### config.mk
export PLATFORM = sky130hd
export DESIGN_NAME = io_port_bank
export DESIGN_NICKNAME = d
export VERILOG_FILES = /design/src/rtl/io_port_bank.sv
export SDC_FILE = /design/constraint.sdc
export NUM_CORES = 1
export LEC_CHECK = 0
export ABC_AREA = 1
export CAP_MARGIN = 5
export CORE_ASPECT_RATIO = 0.6
export CORE_MARGIN = 5
export CORE_UTILIZATION = 50
export CTS_CLUSTER_SIZE = 16
export DETAILED_ROUTE_END_ITERATION = 8
export PLACE_DENSITY = 0.83
export SETUP_SLACK_MARGIN = 0.3
export SYNTH_ARGS = -nofsm -noshare
export SYNTH_HDL_FRONTEND = slang
export SYNTH_SLANG_ARGS = --single-unit
### constraint.sdc
create_clock -name clk -period 1.2 [get_ports clk]
set_clock_uncertainty 0.2 [all_clocks]
set_input_delay 0.18 -clock clk [delete_from_list [all_inputs] [get_ports clk]]
set_output_delay 0.18 -clock clk [all_outputs]
set_load 0.02 [all_outputs]
### src/rtl/io_port_bank.sv
// Parametrised CPU I/O port bank: handshaked output registers with sticky overrun,
// double-synchronised inputs with change detection, and registered port reads.
module io_port_bank #(
    parameter int unsigned WIDTH  = 8,
    parameter int unsigned NPORTS = 4,
    parameter int unsigned ADDR_W = 2
) (
    input  logic                    clk,
    input  logic                    reset,
    input  logic                    we,
    input  logic [ADDR_W-1:0]       wr_addr,
    input  logic [WIDTH-1:0]        wr_data,
    input  logic                    rd_en,
    input  logic [ADDR_W-1:0]       rd_addr,
    output logic [WIDTH-1:0]        rd_data,
    output logic [NPORTS*WIDTH-1:0] out_bus,
    output logic [NPORTS-1:0]       out_valid,
    input  logic [NPORTS-1:0]       out_ack,
    output logic [NPORTS-1:0]       ovr,
    input  logic [NPORTS*WIDTH-1:0] in_bus,
    output logic [NPORTS-1:0]       chg
);

    localparam int unsigned BUS_W = NPORTS * WIDTH;

    logic [BUS_W-1:0]  out_q, out_d;
    logic [NPORTS-1:0] valid_q, valid_d;
    logic [NPORTS-1:0] ovr_q, ovr_d;
    logic [NPORTS-1:0] chg_q, chg_d;
    logic [WIDTH-1:0]  rd_data_q, rd_data_d;
    logic [BUS_W-1:0]  s1_q, s2_q, prev_q;
    logic [WIDTH-1:0]  rd_mux;
    logic              wr_sel, rd_sel;

    // Per-port write/handshake, change detection and read select.
    always_comb begin
        out_d     = out_q;
        valid_d   = valid_q;
        ovr_d     = ovr_q;
        chg_d     = chg_q;
        rd_data_d = rd_data_q;
        rd_mux    = '0;
        wr_sel    = 1'b0;
        rd_sel    = 1'b0;
        for (int i = 0; i < int'(NPORTS); i++) begin
            wr_sel = we && (wr_addr == ADDR_W'(i));
            rd_sel = rd_en && (rd_addr == ADDR_W'(i));
            if (wr_sel) begin
                out_d[i*WIDTH +: WIDTH] = wr_data;
                valid_d[i]              = 1'b1;
                if (valid_q[i] && !out_ack[i]) begin
                    ovr_d[i] = 1'b1;
                end
            end else if (out_ack[i]) begin
                valid_d[i] = 1'b0;
            end
            if (rd_sel) begin
                chg_d[i] = 1'b0;
                rd_mux   = s2_q[i*WIDTH +: WIDTH];
            end
            // A fresh change on the read edge outranks the read's clear.
            if (s2_q[i*WIDTH +: WIDTH] != prev_q[i*WIDTH +: WIDTH]) begin
                chg_d[i] = 1'b1;
            end
        end
        // Out-of-range addresses match no port, leaving rd_mux at zero.
        if (rd_en) begin
            rd_data_d = rd_mux;
        end
    end

    always_ff @(posedge clk or negedge reset) begin
        if (!reset) begin
            out_q     <= '0;
            valid_q   <= '0;
            ovr_q     <= '0;
            chg_q     <= '0;
            rd_data_q <= '0;
            s1_q      <= '0;
            s2_q      <= '0;
            prev_q    <= '0;
        end else begin
            out_q     <= out_d;
            valid_q   <= valid_d;
            ovr_q     <= ovr_d;
            chg_q     <= chg_d;
            rd_data_q <= rd_data_d;
            s1_q      <= in_bus;
            s2_q      <= s1_q;
            prev_q    <= s2_q;
        end
    end

    assign out_bus   = out_q;
    assign out_valid = valid_q;
    assign ovr       = ovr_q;
    assign chg       = chg_q;
    assign rd_data   = rd_data_q;

endmodule
==> run_results.csv <==
group,metric,value,unit
run_status,outcome,"finished, violations left",
run_status,violations,"hold timing, setup timing",
grt,grt_pass1_vias,4236,
worst_setup_path,cp.buffers_inverters,1,
pwr,p_seq_frac,0.412,
place,dpl.hpwl,8460,um
floorplanning,io_pins,104,
sta,maxSlewHeadroom,0.830,
hold_path,hp-class,"input pin to register",
synthesis,synth_fa_ha_area_frac,0,
synthesis,synth_top_family_by_area,"simple AND/OR/NAND/NOR gates",
clocking,clk_pin_slew_worst_paths,0.06,ns
sta,fin_crit_sh,1.15,
worst_setup_path,crit_required,0.82,ns
grt,grt_pass1_wl,22700,um
pwr,p_int,10.4,mW
pwr,totalPowerFinal,14.1,mW
worst_setup_path,crit_path_end_kind,"output pin",
worst_setup_path,r2r_start,"s2_q[23]",
pwr,p_clk_frac,0.420,
finish,n_antenna_cell,0,
worst_setup_path,worst_ep_arrival_time,1.00,ns
synthesis,synthTopCellsByArea,"dfrtp_1 (73%), nand2_1 (10%), inv_1 (3.4%), xnor2_1 (2.8%), o21ai_0 (2.7%)",
clocking,htree_levels,4,
worst_setup_path,path_max_fanout,2,
sta,rsz0062_at_grt,"yes",
clocking,cts_tree,"built",
clocking,ctsHoldBuffers,1,
synthesis,syn_inst,442,
sta,fin_hold_ws,-0.00283,ns
sta,fin_ws,-0.176,ns
pwr,p_comb_frac,0.167,
synthesis,muxShareOfSynthArea,0,
floorplanning,initial_core_util,0.514,
synthesis,yosys_warnings,0,
finish,fin_area,8010,um^2
synthesis,synth_compound_area_frac,0.0429,
sta,post-route-min-period,1.38,ns
worst_setup_path,path_class,"register to output pin",
grt,grt_max_degree,30,
synthesis,yosysTopAreaCell,"dfrtp_1",
synthesis,avgSynthCellArea,11.5,um^2
worst_setup_path,crit_path_start,"chg[2]",
route,routedWlPerCell,20.7,um
sta,fmax,727,MHz
clocking,clock-sinks,148,
route,wl,16200,um
finish,multi_input_area,1400,um^2
route,vias,4219,
route,drtPass1Iterations,7,
synthesis,async_reset_ff_frac,1.00,
job,max_cap_viol_count,0,
synthesis,synth_simple_gate_area_frac,0.147,
place,placedCellCount,701,
floorplanning,die_x,140,um
finish,final_nets,687,
synthesis,synth_cell_types,19,
place,placed_area,6560,um^2
synthesis,synth-xor-area-share,0.0311,
route,drt-vias-per-instance,5.39,
floorplanning,dieArea,12300,um^2
sta,tightestPinTransition,0.254,ns
pwr,powerDensity,1760,nW/um^2
finish,final-instance-count-excl-fill,783,
finish,seq_area,3750,um^2
hold_path,hold_path_startpoint,"in_bus[2]",
pwr,irDropWorstVdd,1.17,mV
place,pre_cts_ws,-0.530,ns
grt,gr-usage-all-layers,0.245,
floorplanning,row_count,28,
clocking,root_buffer,"clkbuf_16",
place,gp_congestion,0.951,
synthesis,synth_ff_type,"dfrtp_1",
finish,area_growth,57.8,%
worst_setup_path,slowest_delay,0.42,ns
floorplanning,coreArea,9880,um^2
synthesis,synth-seq-cells,148,
finish,drive_gt1_frac,0.397,
synthesis,syn_nets,494,
synthesis,syn_area,5080,um^2
route,drt-initial-drc-count,444,
pwr,swShare,0.257,
pwr,leakage,3.80,nW
synthesis,synth_most_common_cell,"dfrtp_1",
clocking,clockBufferDepth,2,
clocking,clock_latency,0.42,ns
floorplanning,die_h,88.0,um
grt,gr-total-overflow,0,
finish,fillers,485,
route,drcViolationCount,0,
worst_setup_path,cpMaxStageDelayCell,"dfrtp_1",
sta,finalSetupViolations,58,
worst_setup_path,cp_top_family,"flip-flops",
synthesis,seq_area_frac_synth,0.730,
clocking,numCtsBuffers,17,
sta,drv_slew,0,
pwr,p_switching,3.62,mW
worst_setup_path,critPathLaunchType,"register",
route,ant_nets,0,
sta,hold_viol,5,
synthesis,synth_edf_count,0,
grt,grt_antenna_before_repair,0,
worst_setup_path,path_cells,"buf_6",
place,port_buffers,103,
synthesis,synth.top_cell.area_share,0.730,
synthesis,ys_top_cells_by_count,"dfrtp_1 (148), nand2_1 (137), inv_1 (46), o21ai_0 (27), xnor2_1 (16)",
==> placed cells by master (no fill, tap or decap), types with 3 or more instances in the layout <==
| cell | instances |
|---|---|
| xnor2_1 | 13 |
| nand2_2 | 21 |
| nand3_1 | 13 |
| xnor2_2 | 3 |
| o21bai_1 | 4 |
| clkinv_4 | 4 |
| nand2_1 | 114 |
| dfrtp_1 | 114 |
| inv_2 | 8 |
| buf_6 | 81 |
| o21ai_1 | 24 |
| clkdlybuf4s50_1 | 44 |
| inv_1 | 39 |
| nand3_4 | 8 |
| nor2_1 | 5 |
| clkbuf_2 | 3 |
| buf_4 | 34 |
| buf_12 | 8 |
| nand3_2 | 4 |
| o21ai_2 | 10 |
| clkbuf_16 | 17 |
| dfrtp_2 | 34 |
| nor2_2 | 5 |
| nand4_1 | 12 |
| bufinv_16 | 5 |
==> sequential cells by signal (all words and copies together), names as in the netlist <==
signal,cells
out_bus,32
prev_q,32
s1_q,32
s2_q,32
rd_data,8
chg,4
out_valid,4
ovr,4
==> path summary, 6_finish.rpt <==
check / slack (ns) / to / cells past startpoint
max: -0.18 / chg[2] / 1
min: -0.003 / s1_q[2] / 1
max reg2reg: -0.17 / chg[2] / 4
min reg2reg: 0.15 / s2_q[2] / 0
max in group asynchronous: 0.35 / s2_q[13] / 3
min in group asynchronous: 0.03 / out_bus[14] / 2
==> power groups by stage <==
stage	combinational [mW]	clock, mW	sequential (mW)
after floorplan	0.421	0	6.04
after global placement	1.70	0	5.75
after detailed placement	1.75	0	5.77
after CTS	1.99	5.92	5.75
after global routing	2.48	6.19	5.83
final	2.35	5.91	5.80
==> what timing repair did <==
item	in CTS	in global routing
gates resized for setup	362	81
buffers inserted	16	26
pin swaps	22	19
cloned	7	0
hold endpoints to repair	164	11
setup endpoints to repair	103	226
==> cell type report <==
class | instances | area share
clock buffer | 20 | 0.0570
clock inverter | 12 | 0.0253
inverter | 50 | 0.0266
multi-input combinational | 244 | 0.175
sequential | 148 | 0.468
tap | 135 | 0.0211
timing repair buffer | 174 | 0.227
==> per-stage QoR <==
| step | setup TNS [ns] | utilization |
|---|---|---|
| floorplan | 0 | - |
| global placement | -23.03 | 0.664 |
| detailed placement | -24.87 | 0.664 |
| CTS | -7.92 | 0.772 |
| global route | -9.29 | 0.811 |
| finish | -8.07 | 0.811 |
==> layer usage <==
metal,global-route usage,share of wire,vias to the layer above
li1,-,-,1798
met1,0.329,0.40,2082
met2,0.383,0.48,272
met3,0.0649,0.080,67
met4,0.109,0.039,0
met5,0,0,-
==> cells by family after synthesis <==
kind of cell,count (synthesis)
AND/OR/NAND/NOR,178
flip-flops,148
buffers and inverters,57
AO/OA/AOI/OAI,41
XOR/XNOR,18
(Power assumes the default switching activity.)
